==> src/rtl/sister_vec_lane_alu.sv <==
// sister_vec_lane_alu: lane-serial packed-vector ALU.
// Two packed vectors of LANES x LANE_W bits are accepted together. One lane is
// processed per cycle in one of four modes (wrap/saturating add/sub). The
// block returns the packed result, per-lane overflow flags and a horizontal
// sum. Valid/ready handshakes are used on both the operand and result sides.
module sister_vec_lane_alu #(
  parameter int  LANES  = 3,
  parameter int  LANE_W = 8,
  localparam int RED_W  = LANE_W + $clog2(LANES)
) (
  input  logic                    clk,
  input  logic                    rst,
  input  logic                    in_valid,
  output logic                    in_ready,
  input  logic [1:0]              mode,
  input  logic [LANES*LANE_W-1:0] a,
  input  logic [LANES*LANE_W-1:0] b,
  output logic                    out_valid,
  input  logic                    out_ready,
  output logic [LANES*LANE_W-1:0] sum,
  output logic [LANES-1:0]        ovf,
  output logic [RED_W-1:0]        red
);

  localparam int IDX_W = $clog2(LANES);

  typedef enum logic [1:0] {IDLE, CALC, DONE} state_t;

  state_t                  state;
  state_t                  state_nxt;
  logic [IDX_W-1:0]        idx;
  logic [LANES*LANE_W-1:0] a_q;
  logic [LANES*LANE_W-1:0] b_q;
  logic [1:0]              mode_q;
  logic [LANE_W-1:0]       a_i;
  logic [LANE_W-1:0]       b_i;
  logic [LANE_W:0]         add_x;
  logic [LANE_W:0]         sub_x;
  logic [LANE_W-1:0]       r;
  logic                    ovf_lane;
  logic                    accept;
  logic                    last_lane;

  // Handshake flags decode directly from the registered state.
  assign in_ready  = (state == IDLE);
  assign out_valid = (state == DONE);
  assign accept    = in_valid & in_ready;
  assign last_lane = (idx == IDX_W'(LANES - 1));

  // Current lane operands, extended by one bit so carry and borrow are explicit.
  assign a_i   = a_q[idx*LANE_W +: LANE_W];
  assign b_i   = b_q[idx*LANE_W +: LANE_W];
  assign add_x = {1'b0, a_i} + {1'b0, b_i};
  assign sub_x = {1'b0, a_i} - {1'b0, b_i};

  // State register; reset dominates everything else.
  // NOTE: sequential state uses non-blocking (<=) so every flop samples pre-edge values.
  always_ff @(posedge clk) begin
    if (rst) state <= IDLE;
    else     state <= state_nxt;
  end

  // Next-state decode.
  // NOTE: defaults are assigned first so no path leaves a variable unassigned (no latch).
  always_comb begin
    state_nxt = state;
    unique case (state)
      IDLE:    if (in_valid)  state_nxt = CALC;
      CALC:    if (last_lane) state_nxt = DONE;
      DONE:    if (out_ready) state_nxt = IDLE;
      default: state_nxt = IDLE;
    endcase
  end

  // Per-lane result and flag for the selected mode.
  always_comb begin
    r        = add_x[LANE_W-1:0];
    ovf_lane = add_x[LANE_W];
    unique case (mode_q)
      2'b00: begin
        r        = add_x[LANE_W-1:0];
        ovf_lane = add_x[LANE_W];
      end
      2'b01: begin
        r        = add_x[LANE_W] ? {LANE_W{1'b1}} : add_x[LANE_W-1:0];
        ovf_lane = add_x[LANE_W];
      end
      2'b10: begin
        r        = sub_x[LANE_W-1:0];
        ovf_lane = sub_x[LANE_W];
      end
      default: begin
        r        = sub_x[LANE_W] ? '0 : sub_x[LANE_W-1:0];
        ovf_lane = sub_x[LANE_W];
      end
    endcase
  end

  // Operand capture on accept; later changes on a, b or mode are not seen.
  // NOTE: operand holding registers are not reset; they are always reloaded before use.
  always_ff @(posedge clk) begin
    if (accept) begin
      a_q    <= a;
      b_q    <= b;
      mode_q <= mode;
    end
  end

  // Result accumulation: clear on accept, write one lane per CALC cycle.
  always_ff @(posedge clk) begin
    if (rst) begin
      idx <= '0;
      sum <= '0;
      ovf <= '0;
      red <= '0;
    end else begin
      unique case (state)
        IDLE: begin
          if (in_valid) begin
            idx <= '0;
            sum <= '0;
            ovf <= '0;
            red <= '0;
          end
        end
        CALC: begin
          sum[idx*LANE_W +: LANE_W] <= r;
          ovf[idx]                  <= ovf_lane;
          red                       <= red + RED_W'(r);
          if (!last_lane) idx <= idx + 1'b1;
        end
        default: ;
      endcase
    end
  end

endmodule

==> config.mk <==
export PLATFORM = sky130hd
export DESIGN_NAME = sister_vec_lane_alu
export DESIGN_NICKNAME = d
export VERILOG_FILES = /design/src/rtl/sister_vec_lane_alu.sv
export SDC_FILE = /design/constraint.sdc
export NUM_CORES = 1
export LEC_CHECK = 0
export CORE_ASPECT_RATIO = 0.75
export CORE_MARGIN = 8
export CORE_UTILIZATION = 40
export CTS_CLUSTER_DIAMETER = 150
export DETAILED_ROUTE_END_ITERATION = 6
export GPL_ROUTABILITY_DRIVEN = 0
export HOLD_SLACK_MARGIN = 0.05
export PLACE_DENSITY = 0.69
export SKIP_LAST_GASP = 1
export SLEW_MARGIN = 20
export SYNTH_ARGS = -nofsm -noshare
export SYNTH_HDL_FRONTEND = slang
export SYNTH_SLANG_ARGS = --single-unit
==> constraint.sdc <==
create_clock -name clk -period 4.6 [get_ports clk]
set_clock_uncertainty 0.05 [all_clocks]
set_input_delay 0.46 -clock clk [delete_from_list [all_inputs] [get_ports clk]]
set_output_delay 0.46 -clock clk [all_outputs]
set_load 0.01 [all_outputs]
Yosys cells after proc, flatten, opt, wreduce, memory -nomap -nowiden --
Cells that the tools add are included.
Cells by class: shifts and indexed selects 4, reduce and logical (&&, ||, !) cells 8, mux-type cells 21, equality and inequality tests 9, order comparisons 2, bitwise gates (word level) 1, add/sub/neg operators 5
Operators by type and width (number):
- 24-bit case mux with 2 select lines | 1
- 24-bit by 6-bit indexed part select with 8-bit output | 2
- 5-bit negator with 34-bit output | 1
- 8-bit by 34-bit variable shift with 24-bit output (first input constant) | 1
- 8-bit by 34-bit indexed part select with 24-bit output | 1
- 24-bit bitwise mux | 1
- 24-bit two-way mux | 1
- 8-bit case mux with 3 select lines | 1
- 10-bit case mux with 2 select lines | 1
- 8-bit two-way mux | 2
- 10-bit by 8-bit adder with 10-bit output | 1
- 10-bit two-way mux | 1
- 2-bit two-way mux | 5
- 8-bit by 8-bit adder with 9-bit output | 1
- 8-bit by 8-bit subtractor with 9-bit output | 1
- 2-bit equality test (second input constant) | 3
- 2-bit inequality test (second input constant) | 3
- 2-bit case mux with 3 select lines | 1
- 3-bit case mux with 2 select lines | 1
- 3-bit AND reduction | 2
- 2-bit by 1-bit equality test with 1-bit output (second input constant) | 2
- 2-bit zero test | 2
- 2-bit case mux with 2 select lines | 1
- 3-bit bitwise mux | 1
- 12 further kinds | 13
Word-level totals: logic and storage cells 58, input bits 54, bits in registers 91, output and inout bits 39

Depth between registers and ports, before layout --
Gate-level depths: netlist of run 1.
depth in word-level cells 7, gate-level depth with buffers 22

Least setup slack after synthesis of run 1 --
Ideal clock, no wire load.
path kind reg-to-reg, start point reg idx[1], end point reg red[6], stages on the path, launching flop included 19, buffers on the path 2, required time 4.422 ns, path slack -0.134 ns, library setup time 0.128 ns, arrival time 4.556 ns, path through dfxtp_1 > clkbuf_1 > buf_2 > mux2i_1 > o21ai_0 > fa_1 > nor2b_1 > o211a_1 > o211a_4 > o21ai_0 > inv_1 > ha_1 > fa_1 > a21o_1 > a21oi_1 > o21bai_1 > a211o_1 > a31oi_1 > nor2_1
On the way: longest elaborated chain between the ends 6, elaborated cells on any way between the ends 9, classes of those cells add/sub: 3; shift: 2; mux: 4
RTL lines:
- start: declaration | RTL line 31 | logic [IDX_W-1:0] idx;
- start signal: assignment | RTL line 130 | if (!last_lane) idx <= idx + 1'b1;
- 24-bit by 6-bit indexed part select with 8-bit output, on equally long branches | RTL line 51, 52
- 8-bit by 8-bit subtractor with 9-bit output or 8-bit by 8-bit adder with 9-bit output (tied branches) | RTL line 54, 53
- 8-bit two-way mux, on equally long branches | RTL line 93, 85
- 8-bit case mux with 3 select lines (*) | RTL line 79 | unique case (mode_q)
- 10-bit by 8-bit adder with 10-bit output (*) | RTL line 129 | red <= red + RED_W'(r);
- 10-bit case mux with 2 select lines (*) | RTL line 117 | unique case (state)
- end signal: assignment | RTL line 129
- end: declaration | RTL line 22 | output logic [RED_W-1:0] red
Every way passes the cells marked *; elsewhere a longest branch is shown, timed or not. A chain may end at the register's enable or synchronous reset.

Worst setup path after layout of run 1 --
start point reg idx[0], end point reg red[9]
Same word-level chain as after synthesis.

==> implementation parameters, run 1 <==
Parameter                              Value

Worst setup path
  Kind of start point of the critical path ... flop
  Crit Reg-Reg Startpoint ... idx[0]$_SDFFE_PP0P_
  Start point of the critical path ... idx[0]$_SDFFE_PP0P_
  CP Data Required Time ... 4820 ps
  Critical Setup Path Class ... flop to flop
  Worst-path maximum fanout ... 11
  Arr. time, crit path ... 4610 ps
  Type of destination of the critical path ... flop

Floorplan
  Cell row count ... 33
  Top-Level Pins ... 93
  Core Footprint ... 11000 um^2
  Vertical extent of the die ... 109 um
  Initial Util ... 0.414
  Overall die width ... 139 um
  Die area ... 15100 um^2

Synth
  Post-synthesis async set-or-reset flop share ... 0
  Cell area after technology mapping ... 4570 um^2
  Gate Count Post-Synth ... between 400 and 500
  Count of state elements after synthesis ... a little over 90
  Top cells by area in the synthesized netlist ... edfxtp_1 33%, dfxtp_1 18%, ha_1 7.4%
  Top cell type's share of synthesized area ... 0.329
  Number of enable-type register cells in the synthesized netlist ... 50
  Part of the Yosys area used for sequential elements ... 0.508
  Net Count, Synth ... 527
  Warnings, synthesis ... 0
  Dominant register cell in the synthesized netlist ... edfxtp_1
  Number of different library cells in the post-synthesis netlist ... 53
  Largest area contributor in the synthesized netlist ... edfxtp_1
  Mean instance size in the synthesized netlist ... 10.3 um^2

Routing
  Total DRC errors in the routed layout ... 0
  Via count ... 3758
  Number of DRC markers in iteration 0 ... about 270
  Final wirelength ... 11.8 mm
  WL per Instance ... 17.0 um
  Remaining antenna violation count after routing ... 0
  Post-detailed-route via-to-cell ratio ... 5.38
  First-pass iteration count of the detailed router ... 5

Power and ir drop
  Cell area power density ... roughly 390 nW/um^2
  Total Power Consumption ... about 2.4 mW
  Relative contribution of combinational cells to total power ... 0.318
  Switching part of the total power ... 0.318
  Sw Pwr ... approximately 0.76 mW
  Largest vdd supply drop ... 0.205 mV
  Clk pwr share ... 0.289
  Pint ... 1.63 mW
  Sequential Power Share ... 0.393
  P_leak ... between 2 and 2.5 nW

Global routing
  Overall overflow remaining after global route ... 0
  Wire length of the first global-routing pass ... 19.4 mm
  Total routing resource utilization after global routing ... 0.159
  Pin count of the biggest net entering global routing ... 53
  Vias in the first global route ... 3738
  Initial antenna violation count ... 0

Timing
  Slew Limit Fails ... 0
  Time the final worst path needs with I/O delays and setup ... 4390 ps
  Setup repair after global routing missed its margin ... true
  Share of the clock period used by the worst path ... 0.954
  Number of failing hold endpoints at the final stage ... 0
  Final critical-path setup slack ... 211 ps
  Slew of the pin with the lowest slew margin ... 929 ps
  Highest clock rate ... between 200 and 250 MHz
  Worst hold slack ... between 400 and 500 ps
  Worst relative slew slack ... 0.379
  Setup Viol. Count Final ... 0

Clock network
  Clock root buffer ... clkbuf_16
  Clock-pin slew of the registers on the worst-case setup and hold paths ... 70 ps
  TritonCTS sink count ... roughly 90
  Clock insertion delay at the later pin of the skew report ... between 300 and 400 ps
  H-Tree Depth ... 3
  Hold buffers post-CTS ... 0
  CTS tree ... done
  CTS Buf Count ... 9
  Number of buffers between clock root and the deepest sink ... 2

Run
  Maxcap violations ... 0

Place
  IO Port Bufs ... 92
  Pre-CTS setup slack ... -172 ps
  Hpwl dp ... 8.83 mm

Cells and area
  Most used cells in the layout excluding fill and tap cells ... 92 x clkdlybuf4s50_1, 50 x edfxtp_1, 40 x dfxtp_1
  Most common cell after layout, fill and taps aside ... clkdlybuf4s50_1
  Fill cell instance count of the final layout ... between 900 and 1000
  Share of cells above drive strength 1 ... 0.129
  Antenna fix cells ... 0
  Nets ... 637
  Layout Area Growth over Synthesis ... 35.3%

Outcome
  Outcome ... completed

Worst hold path
  Min-Delay Startpoint ... sum[20]$_SDFFE_PP0P_
  Hold Crit Class ... flop to flop
[routing by layer]
| metal | GRT usage | part of all wire |
|---|---|---|
| met1 | 0.206 | 0.47 |
| met2 | 0.252 | 0.45 |
| met3 | 0.0524 | 0.068 |
| met4 | 0.0422 | 0.011 |
| met5 | 0 | 0 |
[final timing paths]
check                          to  slack [ps]  cells past startpoint
max reg2reg   red[9]$_SDFFE_PP0P_         210                     20
min reg2reg  sum[20]$_SDFFE_PP0P_         420                      2
min          sum[20]$_SDFFE_PP0P_         420                      2
max           red[9]$_SDFFE_PP0P_         210                     20
[power groups by stage]
stage | combinational (mW) | sequential [mW] | clock, mW
floorplan | 0.444 | 0.959 | 0
global placement | 0.688 | 0.958 | 0
detailed placement | 0.700 | 0.958 | 0
CTS | 0.714 | 0.941 | 0.703
global route | 0.838 | 0.947 | 0.739
finish | 0.762 | 0.941 | 0.691
[cells by family (layout without fill, tap and decap cells)]
| kind of cell | count (synthesis) | in the layout | share of synthesized area |
|---|---|---|---|
| multiplexers | 19 | 19 | 0.0422 |
| AND/OR/NAND/NOR | 137 | 137 | 0.146 |
| AO/OA/AOI/OAI | 118 | 118 | 0.170 |
| adder cells (fa/ha/maj) | 30 | 30 | 0.0871 |
| buffers and inverters | 42 | 157 | 0.0353 |
| XOR/XNOR | 6 | 6 | 0.0115 |
| flip-flops | 91 | 91 | 0.508 |
[stage by stage]
| step | setup TNS (ps) | util | cell area (um^2) | std cells |
|---|---|---|---|---|
| 2_1_floorplan | 0 | - | 4570 | 443 |
| 3_3_place_gp | -80.8 | 0.521 | 5740 | 676 |
| 3_5_place_dp | -455 | 0.521 | 5740 | 676 |
| 4_1_cts | 0 | 0.548 | 6040 | 692 |
| 5_1_grt | -147 | 0.561 | 6180 | 698 |
| 6_report | 0 | 0.561 | 6180 | 698 |
[sequential cells by signal, summed over array words and instances, names as in the netlist]
register	cells
idx	2
b_q	24
sum	24
mode_q	2
a_q	24
state	2
red	10
ovf	3
[worst max-delay path, cell delays in order (launching register included)]
cell	delay, ps
dfxtp_1	380
inv_2	80
nor2_4	130
buf_6	120
buf_4	190
a21oi_2	90
ha_2	390
nor2b_1	70
or4_4	430
o211a_4	250
buf_4	160
a211oi_2	210
o32ai_1	120
nor2b_1	150
ha_1	370
nand3_1	110
o211ai_1	140
o41ai_2	410
o21ai_1	120
mux2_2	280
nor2_1	70
[cell type report]
cell class | instances | area [um^2] | area share
Clock inverter | 7 | 52.6 | 0.00850
Clock buffer | 9 | 225 | 0.0364
Tap cell | 140 | 175 | 0.0283
Timing Repair Buffer | 115 | 1120 | 0.181
Multi-Input combinational cell | 310 | 2190 | 0.354
Inverter | 26 | 97.6 | 0.0158
Sequential cell | 91 | 2330 | 0.376
[cells in the mapped netlist, types with 2 or more instances]
library cell and instances:
a31oi_1 3, a211oi_1 2, nor3_1 10, nand3_1 18, nor2b_1 11, o41ai_1 2, nand3b_1 2, nor3b_1 4
o211ai_1 4, xnor2_1 5, mux2i_1 17, a22o_1 9, a2bb2oi_1 2, o22ai_1 2, o21ai_1 2, edfxtp_1 50
a21o_1 2, o21bai_1 6, nand2_1 36, and3_1 3, dfxtp_1 41, fa_1 3, a21oi_1 28, o21a_1 6
nor2_1 38, mux2_2 2, ha_1 27, o31ai_1 7, or2_2 2, nand2b_1 4, or3_1 4, clkbuf_1 13
inv_1 25, buf_2 3, o21ai_0 32
[repair_timing]
item,4_1_cts,5_1_grt
buffers inserted,0,6
resized for setup,6,25
setup endpoints to repair,4,5
pin swaps,0,8
hold endpoints to repair,0,0
Power figures use the tool's default switching activity.
==> run 2, diff against run 1 <==
--- a/config.mk
+++ b/config.mk
@@ -6,13 +6,14 @@
 export NUM_CORES = 1
 export LEC_CHECK = 0
 export CORE_ASPECT_RATIO = 0.75
-export CORE_MARGIN = 8
+export CORE_MARGIN = 2
 export CORE_UTILIZATION = 40
 export CTS_CLUSTER_DIAMETER = 150
 export DETAILED_ROUTE_END_ITERATION = 6
+export DONT_BUFFER_PORTS = 1
 export GPL_ROUTABILITY_DRIVEN = 0
 export HOLD_SLACK_MARGIN = 0.05
-export PLACE_DENSITY = 0.69
+export PLACE_DENSITY = 0.58
 export SKIP_LAST_GASP = 1
 export SLEW_MARGIN = 20
 export SYNTH_ARGS = -nofsm -noshare
==> run 2 against run 1 <==
  * Setup slack worse by 66 ps
  * First-iteration DRC count fell by 50%
  * Global-route usage is 1.2 points higher
==> implementation parameters, run 2 (same netlist as run 1, synthesis figures left out) <==
Parameter                              Value

Outcome
  Outcome ... completed

Timing
  Share of the clock period used by the worst path ... 0.969
  Final critical-path setup slack ... between 100 and 150 ps
  Setup Viol. Count Final ... 0
  Number of failing hold endpoints at the final stage ... 0
  Setup repair after global routing missed its margin ... true
  Highest clock rate ... 224 MHz
  Slew of the pin with the lowest slew margin ... approximately 1000 ps
  Summed negative setup slack over all endpoints ... 0 ps
  Slew Limit Fails ... 0
  Worst relative slew slack ... 0.303
  Time the final worst path needs with I/O delays and setup ... 4460 ps

Routing
  Number of DRC markers in iteration 0 ... 132
  Post-detailed-route via-to-cell ratio ... 5.41
  Remaining antenna violation count after routing ... 0
  Final wirelength ... 10.4 mm
  Via count ... between 3000 and 4000
  Total DRC errors in the routed layout ... 0
  WL per Instance ... ~17 um
  First-pass iteration count of the detailed router ... 4

Power and ir drop
  Sw Pwr ... 0.742 mW
  Switching part of the total power ... 0.311
  P_leak ... just over 2 nW
  Largest vdd supply drop ... 0.256 mV
  Relative contribution of combinational cells to total power ... 0.285
  Pint ... 1.64 mW
  Clk pwr share ... 0.316
  Sequential Power Share ... 0.399
  Cell area power density ... between 400 and 500 nW/um^2

Floorplan
  Vertical extent of the die ... 96.6 um
  Initial Util ... 0.414
  Die area ... 12300 um^2
  Cell row count ... 33
  Core Footprint ... 11000 um^2
  Top-Level Pins ... 93
  Overall die width ... between 100 and 150 um

Cells and area
  Most common cell after layout, fill and taps aside ... edfxtp_1
  Largest registers ... a_q (24), b_q (24), sum (24)
  Post-Layout Cell Count ... between 600 and 700
  Nets ... 553
  Most used cells in the layout excluding fill and tap cells ... 50 x edfxtp_1, 40 x dfxtp_1, 37 x nor2_1
  Combined area of the multi-input logic cells ... 2160 um^2
  Fill cell instance count of the final layout ... 999
  Antenna fix cells ... 0
  Seq. cell area ... 2330 um^2
  Layout Area Growth over Synthesis ... 16.6%
  Final core utilization ... 0.483
  Share of cells above drive strength 1 ... 0.158

Worst setup path
  Arr. time, crit path ... 4630 ps
  Kind of start point of the critical path ... flop
  Critical Setup Path Class ... flop to flop
  Worst-path maximum fanout ... 12
  CP Data Required Time ... between 4000 and 5000 ps
  Family with the most delay on the worst path ... compound AO/OA/AOI/OAI gates
  Total buffers and inverters traversed by the critical path ... 5
  Library cell contributing the largest single delay on the critical path ... or4_4
  Cell-by-cell listing of the critical path ... buf_12, buf_12, mux2i_1, nor2_1, a21oi_1, inv_1, ha_1, or4_4, o211a_4, o21ai_0, a21boi_2, inv_1, buf_4, fa_1, a21o_1, a21oi_2, o21ai_0, o211ai_1, a21oi_1, mux2_2
  Type of destination of the critical path ... flop
  Delay contributed by the slowest stage of the critical path ... 540 ps

Place
  Pre-CTS setup slack ... -108 ps
  IO Port Bufs ... 0
  Hpwl dp ... about 8.0 mm
  Placed Cells ... 593

Clock network
  TritonCTS sink count ... between 90 and 100
  CTS tree ... done
  Clock-pin slew of the registers on the worst-case setup and hold paths ... 70 ps
  H-Tree Depth ... 3
  Number of buffers between clock root and the deepest sink ... 2
  CTS Buf Count ... 9
  Hold buffers post-CTS ... 0
  Clock root buffer ... clkbuf_16
  Clock insertion delay at the later pin of the skew report ... 340 ps

Global routing
  Pin count of the biggest net entering global routing ... 50
  Wire length of the first global-routing pass ... 16.1 mm
  Initial antenna violation count ... 0
  Vias in the first global route ... roughly 3100
  Total routing resource utilization after global routing ... 0.171
  Overall overflow remaining after global route ... 0

Worst hold path
  Hold Crit Class ... input port to flop

Run
  Maxcap violations ... 0
-- run 2: repair_timing --
| item | CTS | global route |
|---|---|---|
| endpoints found under the setup margin | 4 | 5 |
| setup buffers | 0 | 5 |
| pin swaps | 0 | 9 |
| gates resized for setup | 6 | 18 |
| gates cloned | 0 | 0 |
-- run 2: power groups by stage --
stage	Combinational, mW	Clock, mW	Sequential [mW]
5_1_grt	0.748	0.804	0.957
4_1_cts	0.638	0.772	0.952
3_3_place_gp	0.622	0	0.970
2_1_floorplan	0.444	0	0.959
3_5_place_dp	0.631	0	0.970
6_report	0.679	0.755	0.952
-- run 2: layer usage --
metal,part of all wire,wire (um),GRT usage,vias to the layer above
li1,-,-,-,1657
met1,0.50,5150,0.241,1570
met2,0.44,4520,0.253,89
met3,0.060,624,0.0578,6
met4,0.0069,72,0.0449,0
met5,0,0,0,-
-- run 2: worst paths after layout --
kind,startpoint,to,slack (ps),depth (start not counted)
worst max-delay path,idx[1]$_SDFFE_PP0P_,red[8]$_SDFFE_PP0P_,140,20
worst min-delay path,rst,red[5]$_SDFFE_PP0P_,130,1
worst max register to register,idx[1]$_SDFFE_PP0P_,red[8]$_SDFFE_PP0P_,140,20
worst min register to register,ovf[1]$_SDFFE_PP0P_,ovf[1]$_SDFFE_PP0P_,460,2
-- run 2: through the flow --
step                      instance area (um^2)  hold slack (ps)  total power, mW
after floorplan                           4570              404             1.40
after global placement                    4900              421             1.59
after detailed placement                  4900              449             1.60
after CTS                                 5220              117             2.36
after global routing                      5330              114             2.51
final                                     5330              128             2.39
-- run 2: area by class of cell --
cell class | count | area share
multi-input combinational | 310 | 0.405
clock buffer | 9 | 0.0423
sequential | 91 | 0.436
inverter | 26 | 0.0183
clock inverter | 7 | 0.0153
tap | 140 | 0.0329
timing repair buffer | 31 | 0.0498
-- run 2: worst reg2reg max path, stage by stage, from the launching register on --
cell and delay (ps):
dfxtp_4 390, buf_12 120, buf_12 150, mux2i_1 220, nor2_1 70, a21oi_1 160
inv_1 60, ha_1 230, or4_4 540, o211a_4 290, o21ai_0 160, a21boi_2 240
inv_1 90, buf_4 140, fa_1 390, a21o_1 200, a21oi_2 180, o21ai_0 130
o211ai_1 150, a21oi_1 100, mux2_2 270
